### src/rtl/clk_counter_pkg.sv
// rtl/clk_counter_pkg.sv - shared types and constants for the BCD display path
// Purpose: converter FSM state type, active-low seven-segment glyphs {g,f,e,d,c,b,a},
//          and the digit-index width helper used by the scanner.
// Ports:   none (package).
package clk_counter_pkg;

  typedef enum logic [1:0] {
    IDLE  = 2'd0,
    SHIFT = 2'd1,
    DONE  = 2'd2
  } conv_state_e;

  localparam logic [6:0] SEG_0     = 7'h40;
  localparam logic [6:0] SEG_1     = 7'h79;
  localparam logic [6:0] SEG_2     = 7'h24;
  localparam logic [6:0] SEG_3     = 7'h30;
  localparam logic [6:0] SEG_4     = 7'h19;
  localparam logic [6:0] SEG_5     = 7'h12;
  localparam logic [6:0] SEG_6     = 7'h02;
  localparam logic [6:0] SEG_7     = 7'h78;
  localparam logic [6:0] SEG_8     = 7'h00;
  localparam logic [6:0] SEG_9     = 7'h10;
  localparam logic [6:0] SEG_BLANK = 7'h7F;

  localparam int DIGITS_DEFAULT = 10;
  localparam int DIGIT_IDX_W    = $clog2(DIGITS_DEFAULT);

  // $clog2(DIGITS), kept at least 1 bit so a single-digit display still has an index.
  function automatic int digit_idx_w(input int digits);
    return (digits > 1) ? $clog2(digits) : 1;
  endfunction

endpackage

### src/rtl/seg7_decode.sv
// rtl/seg7_decode.sv - combinational BCD digit to active-low seven-segment glyph
// Purpose: maps 0..9 to standard glyphs; codes 10..15 show blank.
// Ports:   bcd   (in, 4)  - BCD digit
//          seg_n (out, 7) - segments {g,f,e,d,c,b,a}, active-low
module seg7_decode
  import clk_counter_pkg::*;
(
  input  logic [3:0] bcd,
  output logic [6:0] seg_n
);

  always_comb begin
    seg_n = SEG_BLANK;
    case (bcd)
      4'd0:    seg_n = SEG_0;
      4'd1:    seg_n = SEG_1;
      4'd2:    seg_n = SEG_2;
      4'd3:    seg_n = SEG_3;
      4'd4:    seg_n = SEG_4;
      4'd5:    seg_n = SEG_5;
      4'd6:    seg_n = SEG_6;
      4'd7:    seg_n = SEG_7;
      4'd8:    seg_n = SEG_8;
      4'd9:    seg_n = SEG_9;
      default: seg_n = SEG_BLANK;
    endcase
  end

endmodule

### src/rtl/counter_bcd_display.sv
// rtl/counter_bcd_display.sv - periodic binary snapshot, double-dabble BCD, muxed 7-seg
// Purpose: every REFRESH_DIV clocks snapshot counter_in, convert it to packed BCD one
//          bit per clock, latch the result, and scan it onto a multiplexed display.
// Ports:   clk        (in, 1)          - clock, all state on posedge
//          neg_reset  (in, 1)          - asynchronous active-low reset
//          counter_in (in, WIDTH)      - binary count from the upstream counter
//          bcd_out    (out, 4*DIGITS)  - last converted value, digit 0 in [3:0]
//          bcd_valid  (out, 1)         - one-cycle pulse when bcd_out updates
//          busy       (out, 1)         - conversion in progress
//          seg_n      (out, 7)         - segments {g,f,e,d,c,b,a}, active-low
//          dig_sel_n  (out, DIGITS)    - one-hot-low digit enable
module counter_bcd_display
  import clk_counter_pkg::*;
#(
  parameter int WIDTH       = 32,
  parameter int DIGITS      = 10,
  parameter int REFRESH_DIV = 50_000_000,
  parameter int SCAN_DIV    = 50_000
) (
  input  logic                  clk,
  input  logic                  neg_reset,
  input  logic [WIDTH-1:0]      counter_in,
  output logic [4*DIGITS-1:0]   bcd_out,
  output logic                  bcd_valid,
  output logic                  busy,
  output logic [6:0]            seg_n,
  output logic [DIGITS-1:0]     dig_sel_n
);

  localparam int BCD_W = 4 * DIGITS;
  localparam int RW    = (REFRESH_DIV > 1) ? $clog2(REFRESH_DIV) : 1;
  localparam int SW    = (SCAN_DIV > 1) ? $clog2(SCAN_DIV) : 1;
  localparam int BW    = $clog2(WIDTH + 1);
  localparam int IW    = digit_idx_w(DIGITS);

  localparam logic [RW-1:0] REFRESH_LAST = RW'(REFRESH_DIV - 1);
  localparam logic [SW-1:0] SCAN_LAST    = SW'(SCAN_DIV - 1);
  localparam logic [IW-1:0] IDX_LAST     = IW'(DIGITS - 1);

  // Refresh timer
  logic [RW-1:0] refresh_q, refresh_d;
  logic          sample_tick;

  // Converter
  conv_state_e      state_q, state_d;
  logic [WIDTH-1:0] sr_q, sr_d;
  logic [BCD_W-1:0] acc_q, acc_d, acc_adj;
  logic [BW-1:0]    bitcnt_q, bitcnt_d;
  logic [BCD_W-1:0] bcd_q, bcd_d;
  logic             valid_q, valid_d;

  // Scanner
  logic [SW-1:0]     scan_q, scan_d;
  logic              scan_tick;
  logic [IW-1:0]     idx_q, idx_d;
  logic [6:0]        seg_q, seg_d;
  logic [DIGITS-1:0] dig_q, dig_d;
  logic [3:0]        scan_digit;
  logic [6:0]        scan_glyph;

  // ---------------------------------------------------------------- refresh timer
  always_comb begin
    sample_tick = (refresh_q == REFRESH_LAST);
    refresh_d   = sample_tick ? '0 : refresh_q + RW'(1);
  end

  always_ff @(posedge clk or negedge neg_reset) begin
    if (!neg_reset) refresh_q <= '0;
    else            refresh_q <= refresh_d;
  end

  // ---------------------------------------------------------------- converter
  // Add-3 is per 4-bit digit with no carry between digits; a digit entering here
  // is at most 9, so the sum never wraps.
  always_comb begin
    acc_adj = acc_q;
    for (int i = 0; i < DIGITS; i++) begin
      if (acc_q[4*i +: 4] >= 4'd5) acc_adj[4*i +: 4] = acc_q[4*i +: 4] + 4'd3;
    end
  end

  always_comb begin
    state_d  = state_q;
    sr_d     = sr_q;
    acc_d    = acc_q;
    bitcnt_d = bitcnt_q;
    bcd_d    = bcd_q;
    valid_d  = 1'b0;
    case (state_q)
      IDLE: begin
        // A tick arriving while a conversion runs is simply ignored.
        if (sample_tick) begin
          sr_d     = counter_in;
          acc_d    = '0;
          bitcnt_d = BW'(WIDTH);
          state_d  = SHIFT;
        end
      end
      SHIFT: begin
        {acc_d, sr_d} = {acc_adj, sr_q} << 1;
        bitcnt_d      = bitcnt_q - BW'(1);
        if (bitcnt_q == BW'(1)) state_d = DONE;
      end
      DONE: begin
        bcd_d   = acc_q;
        valid_d = 1'b1;
        state_d = IDLE;
      end
      default: state_d = IDLE;
    endcase
  end

  always_ff @(posedge clk or negedge neg_reset) begin
    if (!neg_reset) begin
      state_q  <= IDLE;
      sr_q     <= '0;
      acc_q    <= '0;
      bitcnt_q <= '0;
      bcd_q    <= '0;
      valid_q  <= 1'b0;
    end else begin
      state_q  <= state_d;
      sr_q     <= sr_d;
      acc_q    <= acc_d;
      bitcnt_q <= bitcnt_d;
      bcd_q    <= bcd_d;
      valid_q  <= valid_d;
    end
  end

  // ---------------------------------------------------------------- scanner
  // Reads only the latched result, so the display never shows a half-converted value.
  always_comb begin
    scan_digit = 4'd0;
    for (int i = 0; i < DIGITS; i++) begin
      if (idx_q == IW'(i)) scan_digit = bcd_q[4*i +: 4];
    end
  end

  seg7_decode u_seg7_decode (
    .bcd   (scan_digit),
    .seg_n (scan_glyph)
  );

  always_comb begin
    scan_tick = (scan_q == SCAN_LAST);
    scan_d    = scan_tick ? '0 : scan_q + SW'(1);
    idx_d     = idx_q;
    seg_d     = seg_q;
    dig_d     = dig_q;
    if (scan_tick) begin
      dig_d = ~(DIGITS'(1) << idx_q);
      seg_d = scan_glyph;
      idx_d = (idx_q == IDX_LAST) ? '0 : idx_q + IW'(1);
    end
  end

  always_ff @(posedge clk or negedge neg_reset) begin
    if (!neg_reset) begin
      scan_q <= '0;
      idx_q  <= '0;
      seg_q  <= SEG_BLANK;
      dig_q  <= '1;
    end else begin
      scan_q <= scan_d;
      idx_q  <= idx_d;
      seg_q  <= seg_d;
      dig_q  <= dig_d;
    end
  end

  // ---------------------------------------------------------------- outputs
  assign bcd_out   = bcd_q;
  assign bcd_valid = valid_q;
  assign busy      = (state_q != IDLE);
  assign seg_n     = seg_q;
  assign dig_sel_n = dig_q;

endmodule

### config.mk
export PLATFORM = sky130hd
export DESIGN_NAME = counter_bcd_display
export DESIGN_NICKNAME = d
export VERILOG_FILES = /design/src/rtl/clk_counter_pkg.sv /design/src/rtl/seg7_decode.sv /design/src/rtl/counter_bcd_display.sv
export SDC_FILE = /design/constraint.sdc
export NUM_CORES = 1
export LEC_CHECK = 0
export ABC_AREA = 1
export ABC_CLOCK_PERIOD_IN_PS = 3500
export CAP_MARGIN = 20
export CELL_PAD_IN_SITES_DETAIL_PLACEMENT = 1
export CELL_PAD_IN_SITES_GLOBAL_PLACEMENT = 1
export CORE_MARGIN = 2
export CORE_UTILIZATION = 51
export CTS_CLUSTER_SIZE = 14
export DETAILED_ROUTE_END_ITERATION = 6
export DONT_BUFFER_PORTS = 1
export PLACE_DENSITY = 0.95
export REMOVE_ABC_BUFFERS = 1
export SLEW_MARGIN = 20
export SYNTH_ARGS = -nofsm -noshare
export SYNTH_HDL_FRONTEND = slang
export SYNTH_HIERARCHICAL = 1
export SYNTH_SLANG_ARGS = --single-unit
### constraint.sdc
create_clock -name clk -period 3.5 [get_ports clk]
set_clock_uncertainty 0.2 [all_clocks]
set_input_delay 1.05 -clock clk [delete_from_list [all_inputs] [get_ports clk]]
set_output_delay 1.05 -clock clk [all_outputs]
set_load 0.005 [all_outputs]
==> impl_summary.log, run 1 <==
INFO  metric syn_avg_cell_area = 7.82 sq um
INFO  metric cts.repair.resized = 0
INFO  metric io-pin-count = 93
INFO  metric core_region_area = ~18,000 sq um
INFO  metric design.die.area = just under 20,000 sq um
INFO  metric routabilityCongestion = around 0.85
INFO  metric first_pass_iters = 5
INFO  metric power-per-cell-area = a little over 400 nW/um^2
INFO  metric holdWs = 0.0981 ns
INFO  metric final_period_minus_worst_setup_slack = 2.85 ns
INFO  metric timing_hold_violations_final = 0
INFO  metric min-delay-path-class = in -> async
INFO  metric synth_seq_area_share = 48.7%
INFO  metric maximum_number_of_pins_on_one_net_before_global_route_repair = 185
INFO  metric slowest_stage = nor2_1
INFO  metric layout_worst_path_cycle_share = 81.5%
INFO  metric buffer_ports.inserted = 0
INFO  metric antenna_violations_before_repair = 0
INFO  metric power.static_leakage = 4.77 nW
INFO  metric final-max-slew-violation-count = 0
INFO  metric critical_path.max_stage_delay = approximately 0.50 ns
INFO  metric tritoncts = done
INFO  metric grt_use_total = between 20 and 30%
INFO  metric peakVddDrop = 0.344 mV
INFO  metric antennaDiodeCount = 0
INFO  metric clock-root-buffer = clkbuf_16
INFO  metric clock_tree.htree_level_count = 4
INFO  metric number_of_unique_standard_cell_types_used_by_synthesis = 33
INFO  metric chain_of_cells_forming_the_critical_path = nor2_1 -> inv_1 -> nor2_1 -> nand2_1 -> nand4_1 -> nor2_1 -> nand4_1 -> inv_1 -> ha_1 -> nand2_1 -> nand3_1 -> nand2_1 -> nand2_1 -> nand2_1
INFO  metric numCtsBuffers = 17
INFO  metric max-cap-violations = 0
INFO  metric setup_viol = 0
INFO  metric drt_drc_violations_left = 0
INFO  metric end_kind = register
INFO  metric first_global_vias = 8,893
INFO  metric postCtsSetupBuffers = 0
INFO  metric dpl.hpwl = 18,400 um
INFO  metric synth_top_flop_cell = dfrtp_1
INFO  metric cell_area_after_layout = 10,300 sq um
INFO  metric wire_length_of_the_first_global_routing_pass = 45,600 um
INFO  metric synthArstFlopShare = 100%
INFO  metric max-clock-path-buffers = 2
INFO  metric worstPathArrival = 3.04 ns
INFO  metric critical-path-top-cell-by-count = nand2_1
INFO  metric routed_wirelength = 27,400 um
INFO  metric detail-route-antenna-nets = 0
INFO  metric category_of_the_critical_setup_timing_path = reg -> reg
INFO  metric drive_above_1_share = roughly 6.6%
INFO  metric synthToLayoutAreaGrowth = 8.58%
INFO  metric total_via_count_after_detailed_routing = 8,281
INFO  metric final_net_count = around 1.3k
INFO  metric clk-insertion-delay-late = 0.45 ns
INFO  metric cts.hold.buffers_added = 0
INFO  metric most_frequent_cells_in_the_layout = nand2_1, dfrtp_1, o21ai_0
INFO  metric floorplan.die.width = 141 um
INFO  metric clock_sinks = 184
INFO  metric dieHeight = 141 um
INFO  metric floorplan.initialDensity = 52.4%
INFO  metric postSynthRegisterBits = 184
INFO  metric crit_path_max_fanout = 10
INFO  metric mostFrequentLayoutCell = nand2_1
INFO  metric maxClockFrequency = roughly 350 MHz
INFO  metric fillers = 2,242
INFO  metric max_slew.worst_pin.slew = 0.990 ns
INFO  metric grt_setup_unrepaired = no
INFO  metric mappedNetlistArea = between 9000 and 10,000 sq um
INFO  metric overflow_left_after_global_routing = 0
INFO  metric drtIter0Drc = 486
INFO  metric start_kind = register
INFO  metric floorplan.rows = 49
INFO  metric syn-instance-count = 1,215
INFO  metric yosys_warnings = 6
INFO  metric via_per_inst = 5.73
INFO  metric wl_per_cell = 19.0 um
INFO  metric required = 3.69 ns
INFO  metric synth_edf_count = 0
INFO  metric utilization = 56.9%
INFO  metric maxSlewHeadroom = 34.0%
INFO  metric run_status = complete, no violations
INFO  metric dpl_cell_area = 9700 sq um
INFO  metric sum_neg_setup_slack = 0 ns
INFO  metric clock_pin_slew_worst_setup_and_hold_paths = ~0.07 ns
## Yosys cell counts, drive strengths merged (2+ instances only)
cell,count,share of area [%]
nand4,30,2.1
inv,121,4.8
or2,11,0.72
ha,31,4.1
xor2,30,2.8
nor4,6,0.46
nand3,114,6.0
a31oi,2,0.13
dfrtp,167,44
buf,11,0.74
nand2,387,15
nor2,90,3.7
xnor2,6,0.55
a21oi,18,0.95
dfstp,17,4.7
clkbuf,26,1.0
o21ai,130,6.9
o22ai,3,0.20
nor3,11,0.58
## final timing paths
kind                                  to  slack [ns]      start  cells after the start
setup reg to reg                seg_n[3]        0.65   idx_q[2]                     14
setup / recovery                seg_n[3]        0.65   idx_q[2]                     14
min in group clk               scan_q[0]        0.27  scan_q[0]                      1
hold / removal             refresh_q[16]         0.1  neg_reset                      0
hold reg to reg                scan_q[0]        0.27  scan_q[0]                      1
max in group asynchronous   dig_sel_n[6]        2.67  neg_reset                      0
## state kept, by name, summed over array words and instances (netlist names)
signal,cells
state_q,2
refresh_q,26
bitcnt_q,6
idx_q,4
seg_n,7
acc_q,40
sr_q,32
bcd_valid,1
bcd_out,40
dig_sel_n,10
scan_q,16
## layout make-up
class                      count  area (sq um)  share of cell area [%]
clock inverter                13           166                    1.61
timing repair buffer           6          70.1                   0.679
tap                          229           287                    2.78
inverter                     121           454                    4.40
multi-input combinational    873          4270                    41.3
sequential                   184          4630                    44.8
clock buffer                  19           453                    4.39
## power by group
| part | leakage, nW | total (mW) | internal [mW] | switching [mW] |
|---|---|---|---|---|
| clock network | 0.302 | 2.05 | 1.17 | 0.885 |
| logic | 2.16 | 0.0181 | 0.00834 | 0.00974 |
| registers | 2.31 | 2.13 | 2.13 | 0 |
| total | 4.77 | 4.20 | 3.30 | 0.894 |
## cells by family (layout without fill, tap and decap cells)
logic type / count (synthesis) / after routing / share of synthesized area (%)
buffers and inverters: 158 / 159 / 6.54
XOR/XNOR: 36 / 36 / 3.32
flip-flops: 184 / 184 / 48.7
AND/OR/NAND/NOR: 652 / 652 / 29.2
AO/OA/AOI/OAI: 154 / 154 / 8.24
adder cells (fa/ha/maj): 31 / 31 / 4.08
## per-stage QoR
step / instances / power, mW / setup slack [ns]
after CTS: 1445 / 4.22 / 0.668
after detailed placement: 1413 / 2.18 / 0.718
after global routing: 1445 / 4.31 / 0.377
after floorplan: 1178 / 2.18 / 0.0600
after global placement: 1413 / 2.18 / 0.943
final: 1445 / 4.20 / 0.648
## critical path: cells and delay by family (launching register included)
| kind | cells | cell delay, ns |
|---|---|---|
| fa+ha+maj | 1 | 0.29 |
| buf+inv | 2 | 0.29 |
| flops | 1 | 0.41 |
| simple gates | 11 | 1.60 |
## per-layer routing
metal	global-route usage, %	share of wire, %
met1	34.1	40
met2	49.4	50
met3	9.57	6.7
met4	11.8	3.4
met5	0	0
Note: power is estimated with default switching activity, not from simulation.
==> run 2, diff against run 1 <==
ABC_CLOCK_PERIOD_IN_PS = 2600   (was 3500)
CORE_UTILIZATION = 43   (was 51)
PLACE_DENSITY = 0.86   (was 0.95)
clock period = 2.6 ns   (was 3.5 ns; I/O delays follow)
==> run 2 against run 1 <==
Compared with the run above:
- the run now ends with negative hold slack left
- hold slack lost 0.27 ns
- register-to-register slack lost 0.53 ns
- sequential share of layout area down 0.56 points
- utilization fell by 8.8 points
- sequential power increased by 34%
- global-route usage fell by 5.7 points
- die area is 18% higher
- sequential cell count unchanged
- first-iteration DRC count fell by 9.7%
==> impl_summary.log, run 2 (synthesis gave the netlist of run 1 again) <==
INFO  metric dpl.hpwl = 18,300 um (-0.59%)
INFO  metric area.sequential = 4630 sq um (unchanged)
INFO  metric tritoncts = done
INFO  metric max-clock-path-buffers = 2 (unchanged)
INFO  metric regToRegEndpoint = seg_n[3]
INFO  metric detail-route-antenna-nets = 0 (unchanged)
INFO  metric io-pin-count = 93 (unchanged)
INFO  metric max-cap-violations = 0 (unchanged)
INFO  metric first_pass_iters = 5 (unchanged)
INFO  metric failed_checks = negative hold slack
INFO  metric fillers = 2,655 (+18%)
INFO  metric required = 2.78 ns (-0.91 ns)
INFO  metric clk-insertion-delay-late = 0.44 ns (about the same)
INFO  metric floorplan.initialDensity = 43.7% (-8.7 points)
INFO  metric max_slew.worst_pin.slew = 0.663 ns (-0.327 ns)
INFO  metric power-per-cell-area = 512 nW/um^2 (+26%)
INFO  metric multiInputGateArea = 4300 sq um (+0.70%)
INFO  metric category_of_the_critical_setup_timing_path = reg -> reg
INFO  metric grt_use_total = 23.3% (-5.7 points)
INFO  metric clock_tree.htree_level_count = 4 (unchanged)
INFO  metric maxSlewHeadroom = 55.7% (+22 points)
INFO  metric power.static_leakage = 4.81 nW (+0.77%)
INFO  metric cell_area_after_layout = 10,500 sq um (+1.3%)
INFO  metric drt_drc_violations_left = 0 (unchanged)
INFO  metric antenna_violations_before_repair = 0 (unchanged)
INFO  metric drtIter0Drc = 439 (-9.7%)
INFO  metric holdWs = -0.168 ns (-0.266 ns)
INFO  metric final_cells = 1,506 (+4.2%)
INFO  metric timing.reg2reg.setup_slack = 0.12 ns (-0.53 ns)
INFO  metric layout_worst_path_cycle_share = 95.3% (+14 points)
INFO  metric power = 5.35 mW (+27%)
INFO  metric timing_hold_violations_final = 167 (+167)
INFO  metric dpl_cell_area = 9860 sq um (+1.7%)
INFO  metric maximum_number_of_pins_on_one_net_before_global_route_repair = 185 (unchanged)
INFO  metric core_region_area = 21,800 sq um (+20%)
INFO  metric wl_per_cell = 17.5 um (-7.9%)
INFO  metric most_frequent_cells_in_the_layout = nand2_1, dfrtp_1, o21ai_0
INFO  metric final_net_count = 1,278 (+0.79%)
INFO  metric worstPathArrival = 2.66 ns (-0.38 ns)
INFO  metric floorplan.rows = 54 (+10%)
INFO  metric setup_viol = 0 (unchanged)
INFO  metric via_per_inst = 5.40 (-5.8%)
INFO  metric numCtsBuffers = 17 (unchanged)
INFO  metric r2r_start = idx_q[3]
INFO  metric start_kind = register
INFO  metric routabilityCongestion = 0.867 (+1.8%)
INFO  metric first_global_vias = 8,698 (-2.2%)
INFO  metric run_status = complete, but fails checks
INFO  metric wire_length_of_the_first_global_routing_pass = 44,300 um (-3.0%)
INFO  metric final_period_minus_worst_setup_slack = 2.48 ns (-0.375 ns)
INFO  metric dieHeight = 153 um (+8.7%)
INFO  metric min-delay-path-class = in -> async
INFO  metric clock_sinks = 184 (unchanged)
INFO  metric dp_worst_setup_slack = 0.118 ns (-0.601 ns)
INFO  metric synthToLayoutAreaGrowth = 9.96%
INFO  metric drive_above_1_share = 8.08% (+1.5 points)
INFO  metric final-max-slew-violation-count = 0 (unchanged)
INFO  metric total_via_count_after_detailed_routing = 8,134 (-1.8%)
INFO  metric crit_path_max_fanout = 8 (-2)
INFO  metric buffer_ports.inserted = 0 (unchanged)
INFO  metric mostFrequentLayoutCell = nand2_1
INFO  metric floorplan.die.width = 153 um (+8.7%)
INFO  metric finalWorstSetupSlack = 0.122 ns (-0.525 ns)
INFO  metric clock_pin_slew_worst_setup_and_hold_paths = 0.07 ns (about the same)
INFO  metric end_kind = register
INFO  metric antennaDiodeCount = 0 (unchanged)
INFO  metric routed_wirelength = 26,300 um (-4.0%)
INFO  metric peakVddDrop = 0.345 mV (+0.40%)
INFO  metric maxClockFrequency = 404 MHz (+15%)
INFO  metric overflow_left_after_global_routing = 0 (unchanged)
INFO  metric ff2ff_path_depth = 15 (+1)
INFO  metric clock-root-buffer = clkbuf_16
INFO  metric design.die.area = 23,300 sq um (+18%)
INFO  metric cell_total_after_placement = 1,472 (+4.2%)
run 2: changes by cell type in the layout (fill, tap and decap cells not counted), sizes merged:
cell	previous run	this run
bufinv	3	0
clkinvlp	2	1
inv	124	128
buf	6	16
run 2: worst max-delay path: stages, from the launching register on:
cell,delay [ns]
dfrtp_1,0.43
nor2_2,0.09
buf_4,0.17
nand3_1,0.08
nand2_1,0.07
nor2_1,0.14
nand4_1,0.14
nor2_1,0.14
nand4_1,0.20
inv_2,0.15
ha_1,0.24
nand2_1,0.09
nand3_1,0.09
nand2_1,0.06
nand2_1,0.05
nand2_1,0.07
run 2: stage by stage:
| stage | TNS [ns] | util (%) |
|---|---|---|
| floorplan | -56.67 | - |
| global placement | 0 | 45.3 |
| detailed placement | 0 | 45.3 |
| CTS | 0 | 47.8 |
| global route | -0.243 | 48.0 |
| finish | 0 | 48.0 |
run 2: per-layer routing:
layer / routed length, um / track usage [%]
met3: 1110 / 5.32
met4: 643 / 8.73
met5: 0 / 0
met1: 11500 / 29.0
met2: 13100 / 39.8
run 2: what timing repair did:
item / 4_1_cts / 5_1_grt
buffers inserted: 0 / 2
resized for setup: 0 / 13
endpoints found under the setup margin: 0 / 5
hold endpoints to repair: 180 / 167
run 2: how the worst max path moves through the flow:
stage / start / endpoint / slack, ns / cells past startpoint
6_report: idx_q[3] / seg_n[3] / 0.12 / 15
5_1_grt: idx_q[3] / seg_n[0] / -0.08 / 16
4_1_cts: idx_q[0] / seg_n[3] / 0.05 / 16
3_5_place_dp: idx_q[0] / seg_n[3] / 0.12 / 16
3_3_place_gp: idx_q[0] / seg_n[3] / 0.24 / 16
2_1_floorplan: state_q[1] / acc_q[11] / -0.84 / 5
run 2: where the power goes:
part	leakage [nW]	internal (mW)	switching [mW]	total (mW)
Sequential	2.31	2.86	0	2.86
Clock	0.270	1.26	1.21	2.47
Combinational	2.22	0.0113	0.0125	0.0238
Total	4.81	4.13	1.22	5.35
run 2: final cells by class:
class / count / area share, %
Inverter: 121 / 4.35
Tap cell: 280 / 3.35
Multi-Input combinational cell: 873 / 41.1
Timing Repair Buffer: 16 / 1.75
Clock inverter: 13 / 1.07
Clock buffer: 19 / 4.14
Sequential cell: 184 / 44.3
==> run 3, diff against run 2 <==
ABC_CLOCK_PERIOD_IN_PS = 3000   (was 2600)
CORE_UTILIZATION = 51   (was 43)
MAX_ROUTING_LAYER = met4   (was not set)
PLACE_DENSITY = 0.95   (was 0.86)
clock period = 3 ns   (was 2.6 ns; I/O delays follow)
==> run 3 against run 2 <==
Compared with the run above:
- the flow still finishes with violations (negative hold slack)
- sequential share of layout area grew 0.60 points
- sequential cell count is the same
- register-to-register slack is essentially flat
- highest routed layer unchanged
- count of clock-buffer cells in the layout grew 1
- critical path type unchanged
- power shrank 8.1%
- via count grew 5.9%
- sequential power shrank 13%
- setup slack lost 0.010 ns
- critical endpoint is now seg_n[0]
- global-route usage grew 8.5 points
==> impl_summary.log, run 3 (synthesis gave the netlist of run 1 again) <==
INFO  metric fillers = 2,245 (-15%)
INFO  metric max-cap-violations = 0 (unchanged)
INFO  metric first_global_vias = 9,155 (+5.3%)
INFO  metric chain_of_cells_forming_the_critical_path = inv_1 -> nor2_1 -> inv_1 -> nor2_1 -> nand2_1 -> nand4_1 -> nor2_1 -> nand4_1 -> inv_1 -> ha_1 -> inv_1 -> nand2_1 -> nand3_1 -> nand2_1 -> nand2_1 -> nand2_1
INFO  metric design.die.area = 19,700 sq um (-15%)
INFO  metric max-clock-path-buffers = 2 (unchanged)
INFO  metric timing_hold_violations_final = 42 (-75%)
INFO  metric crit_path_max_fanout = 6 (-2)
INFO  metric wl_per_cell = 20.7 um (+18%)
INFO  metric clock-root-buffer = clkbuf_16
INFO  metric via_per_inst = 5.96 (+10%)
INFO  metric clk-insertion-delay-late = 0.45 ns (about the same)
INFO  metric setup_viol = 0 (unchanged)
INFO  metric maximum_number_of_pins_on_one_net_before_global_route_repair = 185 (unchanged)
INFO  metric numCtsBuffers = 17 (unchanged)
INFO  metric layout_worst_path_cycle_share = 96.3% (+0.96 points)
INFO  metric floorplan.die.width = 141 um (-8.0%)
INFO  metric routabilityCongestion = 0.892 (+2.8%)
INFO  metric critical_path.max_stage_delay = 0.40 ns (-0.03 ns)
INFO  metric final_net_count = 1,268 (-0.78%)
INFO  metric critical-path-top-cell-by-count = nand2_1
INFO  metric synthToLayoutAreaGrowth = 8.50%
INFO  metric clock_pin_slew_worst_setup_and_hold_paths = 0.07 ns (about the same)
INFO  metric drt_drc_violations_left = 0 (unchanged)
INFO  metric overflow_left_after_global_routing = 0 (unchanged)
INFO  metric mostFrequentLayoutCell = nand2_1
INFO  metric floorplan.rows = 49 (-9.3%)
INFO  metric slowest_stage = dfrtp_1
INFO  metric cell_area_after_layout = 10,300 sq um (-1.3%)
INFO  metric core_region_area = 18,100 sq um (-17%)
INFO  metric total_via_count_after_detailed_routing = 8,611 (+5.9%)
INFO  metric final_period_minus_worst_setup_slack = 2.89 ns (+0.410 ns)
INFO  metric max_slew.worst_pin.slew = 0.964 ns (+0.300 ns)
INFO  metric dieHeight = 141 um (-8.0%)
INFO  metric cell_total_after_placement = 1,413 (-4.0%)
INFO  metric clock_tree.htree_level_count = 4 (unchanged)
INFO  metric start_kind = register
INFO  metric worstPathArrival = 3.06 ns (+0.40 ns)
INFO  metric maxSlewHeadroom = 35.6% (-20 points)
INFO  metric end_kind = register
INFO  metric power.static_leakage = 4.77 nW (-0.83%)
INFO  metric antenna_violations_before_repair = 0 (unchanged)
INFO  metric tritoncts = done
INFO  metric wire_length_of_the_first_global_routing_pass = 48,100 um (+8.6%)
INFO  metric routed_wirelength = 29,900 um (+14%)
INFO  metric drtIter0Drc = 712 (+62%)
INFO  metric maxClockFrequency = 346 MHz (-14%)
INFO  metric floorplan.initialDensity = 52.4% (+8.7 points)
INFO  metric failed_checks = negative hold slack
INFO  metric drive_above_1_share = 6.50% (-1.6 points)
INFO  metric io-pin-count = 93 (unchanged)
INFO  metric grt_use_total = 31.9% (+8.5 points)
INFO  metric peakVddDrop = 0.352 mV (+2.1%)
INFO  metric final-max-slew-violation-count = 0 (unchanged)
INFO  metric buffer_ports.inserted = 0 (unchanged)
INFO  metric category_of_the_critical_setup_timing_path = reg -> reg
INFO  metric dpl.hpwl = 18,500 um (+1.1%)
INFO  metric power-per-cell-area = 477 nW/um^2 (-6.8%)
INFO  metric first_pass_iters = 7 (+2)
INFO  metric run_status = complete, but fails checks
INFO  metric detail-route-antenna-nets = 0 (unchanged)
INFO  metric required = 3.18 ns (+0.40 ns)
INFO  metric most_frequent_cells_in_the_layout = nand2_1, dfrtp_1, o21ai_0
INFO  metric holdWs = -0.0372 ns (+0.131 ns)
INFO  metric postCtsSetupBuffers = 0 (unchanged)
INFO  metric final_cells = 1,445 (-4.1%)
INFO  metric dpl_cell_area = 9700 sq um (-1.6%)
INFO  metric clock_sinks = 184 (unchanged)
INFO  metric antennaDiodeCount = 0 (unchanged)
INFO  metric finalWorstSetupSlack = 0.112 ns (-0.0100 ns)
INFO  metric min-delay-path-class = in -> async
INFO  metric dp_worst_setup_slack = 0.251 ns (+0.133 ns)
==> run 3: cell types whose count changed in the layout (fill, tap and decap cells not counted) <==
| cell | previous run | this run |
|---|---|---|
| clkbuf_8 | 0 | 1 |
| inv_1 | 114 | 117 |
| nor2_2 | 9 | 5 |
| nand2_1 | 384 | 385 |
| nor2_4 | 2 | 0 |
| nor2_1 | 79 | 85 |
| buf_4 | 11 | 4 |
| buf_12 | 5 | 2 |
| clkinv_2 | 3 | 2 |
| bufinv_16 | 0 | 3 |
| inv_8 | 4 | 1 |
| nand2_2 | 2 | 1 |
| inv_2 | 7 | 4 |
==> run 3: final cells by class <==
class / count / area [sq um] / share of cell area (%)
Tap cell: 229 / 287 / 2.78
Sequential cell: 184 / 4630 / 44.9
Timing Repair Buffer: 6 / 70.1 / 0.679
Multi-Input combinational cell: 873 / 4270 / 41.4
Clock inverter: 12 / 163 / 1.58
Inverter: 121 / 454 / 4.40
Clock buffer: 20 / 447 / 4.33
==> run 3: timing repair <==
item / CTS / global route
gates resized for setup: 0 / 1
hold endpoints to repair: 167 / 167
setup endpoints to repair: 0 / 6
==> run 3: critical path: cells and delay by family, from the launching register on <==
family        cells  cell delay [ns]
simple gates     11             1.54
buf+inv           4             0.45
flops             1             0.40
fa+ha+maj         1             0.22
==> run 3: where the power goes <==
part	switching [mW]	internal (mW)	leakage (nW)
combinational	0.0121	0.00976	2.16
clock	1.07	1.35	0.297
sequential	0	2.48	2.31
total	1.08	3.84	4.77
==> run 3: path summary, 6_finish.rpt <==
kind / from / to / slack (ns) / cells after the start
worst max-delay path: idx_q[0] / seg_n[0] / 0.11 / 16
worst min-delay path: neg_reset / bitcnt_q[3] / -0.04 / 0
worst min register to register: refresh_q[0] / refresh_q[0] / 0.27 / 1
max in group asynchronous: neg_reset / dig_sel_n[4] / 2.30 / 0
min in group clk: refresh_q[0] / refresh_q[0] / 0.27 / 1
worst max register to register: idx_q[0] / seg_n[0] / 0.11 / 16
==> run 3: per-layer routing <==
layer  track usage (%)  part of all wire [%]  vias up
li1                  -                     -     3882
met1              36.7                    39     4265
met2              52.5                    49      352
met3              8.96                   7.6      112
met4              13.6                   4.2        0
met5                 -                     0        -
==> run 3: metrics by stage <==
| stage | hold WS [ns] | setup TNS, ns | power [mW] | utilization [%] |
|---|---|---|---|---|
| finish | -0.0372 | 0 | 4.92 | 56.8 |
| global route | -0.0489 | -0.145 | 5.04 | 56.8 |
| CTS | -0.0561 | 0 | 4.94 | 56.8 |
| detailed placement | 0.258 | 0 | 2.55 | 53.5 |
| global placement | 0.251 | 0 | 2.55 | 53.5 |
| floorplan | 0.233 | -29.07 | 2.55 | - |
